==> src/rtl/wb_port_arbiter.sv <==
// Register-file write-port arbiter: pipeline write-back has priority; long-unit results queue in a small FIFO.
// Latency: a grant in cycle N drives rf_we/rf_addr/rf_data in cycle N+1. Backpressure: lu_ready while FIFO not full, pipe_stall in DRAIN.
module wb_port_arbiter #(
    parameter int DATA_W    = 32,
    parameter int ADDR_W    = 5,
    parameter int DEPTH     = 2,
    parameter int MAX_DEFER = 4
) (
    input  logic              clk,
    input  logic              reset,
    input  logic              pipe_we,
    input  logic [ADDR_W-1:0] pipe_addr,
    input  logic [DATA_W-1:0] pipe_data,
    output logic              pipe_stall,
    input  logic              lu_valid,
    input  logic [ADDR_W-1:0] lu_addr,
    input  logic [DATA_W-1:0] lu_data,
    output logic              lu_ready,
    output logic              rf_we,
    output logic [ADDR_W-1:0] rf_addr,
    output logic [DATA_W-1:0] rf_data,
    input  logic [ADDR_W-1:0] chk_addr,
    output logic              chk_pending
);
    localparam int PTR_W = (DEPTH > 1) ? $clog2(DEPTH) : 1;
    localparam int CNT_W = PTR_W + 1;
    localparam int DEF_W = $clog2(MAX_DEFER + 1);

    typedef enum logic {
        PIPE_PRI = 1'b0,
        DRAIN    = 1'b1
    } state_t;

    state_t             state_q, state_d;
    logic [DEF_W-1:0]   defer_q, defer_d;
    logic [PTR_W-1:0]   wr_ptr_q, rd_ptr_q;
    logic [CNT_W-1:0]   count_q, count_d;
    logic [ADDR_W-1:0]  addr_q [DEPTH];
    logic [DATA_W-1:0]  data_q [DEPTH];
    logic [DEPTH-1:0]   live_q, live_d;
    logic               rf_we_q, rf_we_d;
    logic [ADDR_W-1:0]  rf_addr_q, rf_addr_d;
    logic [DATA_W-1:0]  rf_data_q, rf_data_d;

    logic fifo_empty, pipe_req, grant_pipe, pop, push, push_live;

    assign fifo_empty = (count_q == '0);
    assign lu_ready   = (count_q < CNT_W'(DEPTH));
    assign pipe_req   = pipe_we && (pipe_addr != '0);
    // Results for $0 complete the handshake but are never stored.
    assign push       = lu_valid && lu_ready && (lu_addr != '0);
    assign push_live  = !(grant_pipe && (lu_addr == pipe_addr));

    always_comb begin
        state_d    = state_q;
        defer_d    = defer_q;
        pipe_stall = 1'b0;
        grant_pipe = 1'b0;
        pop        = 1'b0;
        rf_we_d    = 1'b0;
        rf_addr_d  = rf_addr_q;
        rf_data_d  = rf_data_q;
        case (state_q)
            PIPE_PRI: begin
                if (pipe_req) begin
                    grant_pipe = 1'b1;
                    rf_we_d    = 1'b1;
                    rf_addr_d  = pipe_addr;
                    rf_data_d  = pipe_data;
                    defer_d    = fifo_empty ? '0 : defer_q + DEF_W'(1);
                end else begin
                    pop     = !fifo_empty;
                    defer_d = '0;
                end
                if (defer_d == DEF_W'(MAX_DEFER)) begin
                    state_d = DRAIN;
                end
            end
            DRAIN: begin
                pipe_stall = 1'b1;
                pop        = !fifo_empty;
                defer_d    = '0;
                state_d    = PIPE_PRI;
            end
            default: state_d = PIPE_PRI;
        endcase
        // A squashed head still consumes the port cycle, but writes nothing.
        if (pop && live_q[rd_ptr_q]) begin
            rf_we_d   = 1'b1;
            rf_addr_d = addr_q[rd_ptr_q];
            rf_data_d = data_q[rd_ptr_q];
        end
    end

    // Live bits are cleared on pop, so a set bit always marks an occupied entry.
    always_comb begin
        live_d = live_q;
        for (int i = 0; i < DEPTH; i++) begin
            if (grant_pipe && (addr_q[i] == pipe_addr)) begin
                live_d[i] = 1'b0;
            end
        end
        if (pop) begin
            live_d[rd_ptr_q] = 1'b0;
        end
        if (push) begin
            live_d[wr_ptr_q] = push_live;
        end
    end

    always_comb begin
        count_d = count_q;
        if (push && !pop) begin
            count_d = count_q + CNT_W'(1);
        end else if (pop && !push) begin
            count_d = count_q - CNT_W'(1);
        end
    end

    always_comb begin
        chk_pending = 1'b0;
        for (int i = 0; i < DEPTH; i++) begin
            if (live_q[i] && (addr_q[i] == chk_addr)) begin
                chk_pending = 1'b1;
            end
        end
        if (chk_addr == '0) begin
            chk_pending = 1'b0;
        end
    end

    always_ff @(posedge clk or posedge reset) begin
        if (reset) begin
            state_q   <= PIPE_PRI;
            defer_q   <= '0;
            wr_ptr_q  <= '0;
            rd_ptr_q  <= '0;
            count_q   <= '0;
            live_q    <= '0;
            rf_we_q   <= 1'b0;
            rf_addr_q <= '0;
            rf_data_q <= '0;
            for (int i = 0; i < DEPTH; i++) begin
                addr_q[i] <= '0;
                data_q[i] <= '0;
            end
        end else begin
            state_q   <= state_d;
            defer_q   <= defer_d;
            count_q   <= count_d;
            live_q    <= live_d;
            rf_we_q   <= rf_we_d;
            rf_addr_q <= rf_addr_d;
            rf_data_q <= rf_data_d;
            if (push) begin
                addr_q[wr_ptr_q] <= lu_addr;
                data_q[wr_ptr_q] <= lu_data;
                wr_ptr_q         <= wr_ptr_q + PTR_W'(1);
            end
            if (pop) begin
                rd_ptr_q <= rd_ptr_q + PTR_W'(1);
            end
        end
    end

    assign rf_we   = rf_we_q;
    assign rf_addr = rf_addr_q;
    assign rf_data = rf_data_q;

endmodule

==> config.mk <==
export PLATFORM = sky130hd
export DESIGN_NAME = wb_port_arbiter
export DESIGN_NICKNAME = d
export VERILOG_FILES = /design/src/rtl/wb_port_arbiter.sv
export SDC_FILE = /design/constraint.sdc
export NUM_CORES = 1
export LEC_CHECK = 0
export CORE_MARGIN = 8
export CORE_UTILIZATION = 50
export DETAILED_ROUTE_END_ITERATION = 12
export DONT_BUFFER_PORTS = 1
export GPL_TIMING_DRIVEN = 1
export SLEW_MARGIN = 20
export SYNTH_ARGS = -nofsm -noshare
export SYNTH_HDL_FRONTEND = slang
export SYNTH_SLANG_ARGS = --single-unit
==> constraint.sdc <==
create_clock -name clk -period 4.9 [get_ports clk]
set_input_delay 0.98 -clock clk [delete_from_list [all_inputs] [get_ports clk]]
set_output_delay 0.98 -clock clk [all_outputs]
set_load 0.05 [all_outputs]
# --- Yosys cells after proc, flatten, opt, wreduce, memory -nomap -nowiden ---
# Index checks and enable logic that the tools add are counted.
classes:
  mux: 46
  n_eq_ne: 7
  addsub: 5
  n_bitwise: 5
  n_lt_le_gt_ge: 8
  n_shift: 0
  mul: 0
  n_div: 0
  reduce_logical: 25
ops:
  columns: ["op", "n"]
  rows:
  - ["32-bit 2-to-1 mux", 7]
  - ["64-bit bitwise mux", 1]
  - ["5-bit 2-to-1 mux", 7]
  - ["32-bit demux with 1-bit select", 1]
  - ["5-bit == test", 5]
  - ["1-bit 2-to-1 mux", 15]
  - ["1-bit logical AND", 14]
  - ["10-bit bitwise mux", 1]
  - ["5-bit nonzero test", 2]
  - ["3-bit 2-to-1 mux", 3]
  - ["2-bit 2-to-1 mux", 4]
  - ["3-bit one-hot mux with 2 select lines", 1]
  - ["5-bit demux with 1-bit select", 1]
  - ["5-bit zero test", 1]
  - ["2-bit greater-or-equal comparator (second input constant)", 2]
  - ["1-bit zero test", 4]
  - ["1-bit by 2-bit < comparator with 1-bit output (second input constant)", 2]
  - ["1-bit NOT with 2-bit output", 2]
  - ["1-bit one-hot mux with 2 select lines", 2]
  - ["2-bit nonzero test", 2]
  - ["3-bit by 1-bit adder with 3-bit output (second input constant)", 1]
  - ["3-bit == test (second input constant)", 1]
  - ["1-bit adder (second input constant)", 2]
  - ["2-bit by 1-bit adder with 2-bit output (second input constant)", 1]
  - ["other kinds (12)", 14]
word_totals:
  word_cells: 109
  latch_bits: 0
  input_bits: 83
  romBits: 0
  memories: 0
  regBits: 122
  ram_bits: 0
  out_inout_bits: 41

# --- Logic depth before layout (Yosys ltp) ---
logic_depth:
  word_depth: 10
  ltp_mapped: 8
  ltp_nobuf: 7

# --- Worst setup path before layout ---
# Ideal clock, no wire load.
synth_path:
  path_type: "in2out"
  startpoint: "input port chk_addr[2]"
  endpoint: "output port chk_pending"
  required_time_ns: 3.920
  path_slack_ns: 1.662
  arrival_time_ns: 2.258
  cell_stages: 4
  n_path_buf: 0
  cell_sequence: "xor2_1 > nor4_1 > nand3_1 > a21oi_1"
synth_via:
  elab_chain_len: 5
  elab_cells_between_ends: 8
  cone_classes: "eq/ne: 2; mux: 3; reduce/logical: 3"
synth_lines:
  columns: ["item", "line", "text"]
  rows:
  - ["from (decl)", "22", "input logic [ADDR_W-1:0] chk_addr,"]
  - ["5-bit == test", "123", "if (live_q[i] && (addr_q[i] == chk_addr)) begin"]
  - ["1-bit logical AND", "123", null]
  - ["1-bit 2-to-1 mux (2 in series)", "123", null]
  - ["1-bit 2-to-1 mux *", "127", "if (chk_addr == '0) begin"]
  - ["to (decl)", "23", "output logic chk_pending"]
# Every way passes the cells marked *; elsewhere a longest branch is shown, timed or not.

# --- Worst setup path in the final report ---
# Ends and elaborated chain as after synthesis.

==> key figures <==
Run status
  – Status: completed

Drt
  – Drt first pass iters: 4
  – 1st-iter DRT viols: 169
  – Met2 wire length: 5.58 mm
  – Highest Signal Layer: met4
  – Via density per instance: 5.71
  – Routed WL per cell: 21.0 um
  – Residual DRC: 0
  – Met1 wire length: 5.07 mm
  – Antenna Nets Post-Route: 0
  – Met3 WL: 1.15 mm
  – Final wirelength: 11.9 mm
  – Total number of vias: 3,239

Pwr
  – Maximum VDD drop: 366 uV
  – Seq pwr share: 0.495
  – Logic gate share of total power: 0.265
  – P_sw: 1.88 mW
  – Clock power share: 0.240
  – Final Total Pwr: 4.86 mW
  – Leakage: 2.80 nW
  – Pint: 2.98 mW
  – Switching Fraction: 0.387
  – Pwr/cell area: 763 nW/um^2

Cells and area
  – Number of diodes: 0
  – Area Overhead vs Synth: 11.2%
  – Post-route insts no fill: 567
  – Layout Nets: 498
  – Final Util: 0.563
  – Fillers: 946
  – Share of post-route cells with drive strength above 1: 0.259

Clocking
  – Total CTS buffers: 17
  – Hold buffers post-CTS: 0
  – CTS Sinks: 122
  – CTS tree: built
  – Postcts setup bufs: 0
  – Clock Latency Late Sink: 0.40 ns
  – Max clock buf depth: 2
  – Clock Pin Slew Worst Setup and Hold Paths: 0.05 ns
  – H-tree Lvls: 4
  – Clock Tree Root: clkbuf_16
  – PostCTS Resize Cnt: 0

Synthesis
  – Largest cells by area after synthesis: dfrtp_1 53%, mux2i_1 19%, mux2_2 14%
  – Yosys top cell by area: dfrtp_1
  – Post-Synthesis Cell Area: 5730 sq um
  – Mean Syn Cell Area: 14.0 sq um
  – Syn Inst Count: 409
  – Synth Register Bits: 122
  – Seq/Total Area, Yosys: 0.533
  – Post-synthesis net count: 494
  – Post-synth top area share: 0.533
  – Distinct cells, synth: 31
  – Synth warn: 0

Worst setup path
  – Required @ worst endpoint: 3.92 ns
  – Worst Setup End Kind: output pin
  – Max incr delay on CP: 0.83 ns
  – Critical Path AT: 2.36 ns
  – CP Max Fanout: 3
  – Crit Path Class: input port to output pin
  – Crit-path slowest cell: a21oi_1
  – CP cell instances: xor2_1, nor4_1, nand3_1, a21oi_1
  – Startpoint types: input port

Timing
  – Setup TNS: 0 ns
  – Final worst-path cycle share: 0.681
  – Final hold vios: 0
  – Skew final: 0.00844 ns
  – Max Transition Viols Final: 0
  – Max Fclk: 0.300 GHz
  – Actual slew at the worst max-slew pin: 1.04 ns
  – Relative slew slack: 0.310
  – Unrepaired setup endpoints after global routing: no
  – # setup viols final: 0
  – Final worst path period need: 3.34 ns

GRT
  – Total GRT Usage: 0.166
  – Overflow after GRT: 0
  – Number of global-route vias before repair: 3,607
  – First-pass GRT wire length: 19.0 mm
  – Largest net degree at the start of global routing: 68
  – Antenna violations before repair: 0

Placement
  – DP Wirelength: 8.10 mm
  – Placed cells: 537
  – PortBufs: 0
  – RePlAce Congestion: 0.771

Die
  – Die span in y: 123 um
  – Initial Util: 0.506
  – Io pins: 124
  – # rows: 39
  – Core Area: 11,300 sq um
  – Die Area: 15,100 sq um
  – Chip width: 123 um

Flow run
  – Max cap viols: 0

Hold path
  – HP Class: register to register
metrics by stage:
stage	cell area, sq um	setup slack [ns]	hold slack [ns]
after detailed placement	5810	1.54	0.470
final	6370	1.56	0.501
after CTS	6370	1.54	0.504
after global routing	6370	1.43	0.508
after floorplan	5730	0.677	0.444
after global placement	5810	1.60	0.463
worst paths after layout:
kind	from	end	slack (ns)	cells after the start
min reg2reg	data_q[25]	data_q[25]	0.50	1
max	chk_addr[2]	chk_pending	1.56	4
max reg2reg	state_q	rf_data[21]	2.18	5
min	data_q[25]	data_q[25]	0.50	1
min in group asynchronous	reset	rf_data[12]	0.60	1
max in group asynchronous	reset	rf_data[1]	3.37	2
sequential cells by signal, indices dropped and copies added (netlist names):
signal / flops
live_q: 2
wr_ptr_q: 1
rf_data: 32
state_q: 1
rf_we: 1
data_q: 64
rd_ptr_q: 1
count_q: 2
defer_q: 3
addr_q: 10
rf_addr: 5
synth_stat cells:
master / number
buf_12: 4
nor4_1: 5
mux2_2: 72
nor2_1: 4
nand2_1: 6
a22oi_1: 5
o311ai_0: 1
buf_4: 4
nand3_1: 5
nor3_4: 1
clkbuf_1: 6
ha_1: 2
buf_2: 8
o21ai_1: 1
nor2b_1: 2
nor3_1: 2
inv_1: 2
dfrtp_1: 122
nor4b_1: 1
nor3b_1: 3
xor2_1: 16
o21ai_0: 4
a21oi_1: 1
or4_1: 2
o21a_1: 2
mux2i_1: 107
o211ai_1: 2
o22ai_1: 2
xnor2_1: 15
buf_6: 1
or4_4: 1
routing by layer:
metal,track usage,vias to the layer above
met5,0,-
met4,0.0512,0
met3,0.0772,12
met2,0.261,96
met1,0.200,1645
li1,-,1486
cells by family after synthesis:
group,after synthesis,share of synthesized area
AND/OR/NAND/NOR,32,0.0332
XOR/XNOR,31,0.0474
AO/OA/AOI/OAI,18,0.0207
multiplexers,179,0.328
buffers and inverters,25,0.0334
flip-flops,122,0.533
adder cells (fa/ha/maj),2,0.00437
placed cells by master, fill, tap and decap left out, types with 5 or more instances in the layout:
master and n:
xnor2_1 15, mux2i_1 107, dfrtp_1 121, clkbuf_16 17, nor4_1 5, clkbuf_8 6
xor2_1 16, buf_4 8, a22oi_1 5, nand2_1 6, nand3_1 5, clkbuf_1 6
mux2_2 72
worst max-delay path, delay by kind of cell:
family | cells | cell delay, ns
compound gates | 1 | 0.83
simple gates | 2 | 0.42
xor+xnor | 1 | 0.12
power by group through the flow:
stage | registers, mW | logic (mW) | clock network (mW)
after floorplan | 2.32 | 1.16 | 0
after global routing | 2.48 | 1.42 | 1.25
after detailed placement | 2.43 | 1.32 | 0
after global placement | 2.41 | 1.27 | 0
after CTS | 2.42 | 1.32 | 1.20
final | 2.40 | 1.29 | 1.17
cell type report:
| cell class | instances | area, sq um | area share |
|---|---|---|---|
| Clock buffer | 29 | 531 | 0.0832 |
| Multi-Input combinational cell | 262 | 2510 | 0.394 |
| Sequential cell | 122 | 3050 | 0.479 |
| Clock inverter | 1 | 30.0 | 0.00471 |
| Tap cell | 143 | 179 | 0.0281 |
| Inverter | 2 | 10.0 | 0.00157 |
| Timing Repair Buffer | 8 | 60.1 | 0.00942 |
(Power assumes the default switching activity.)
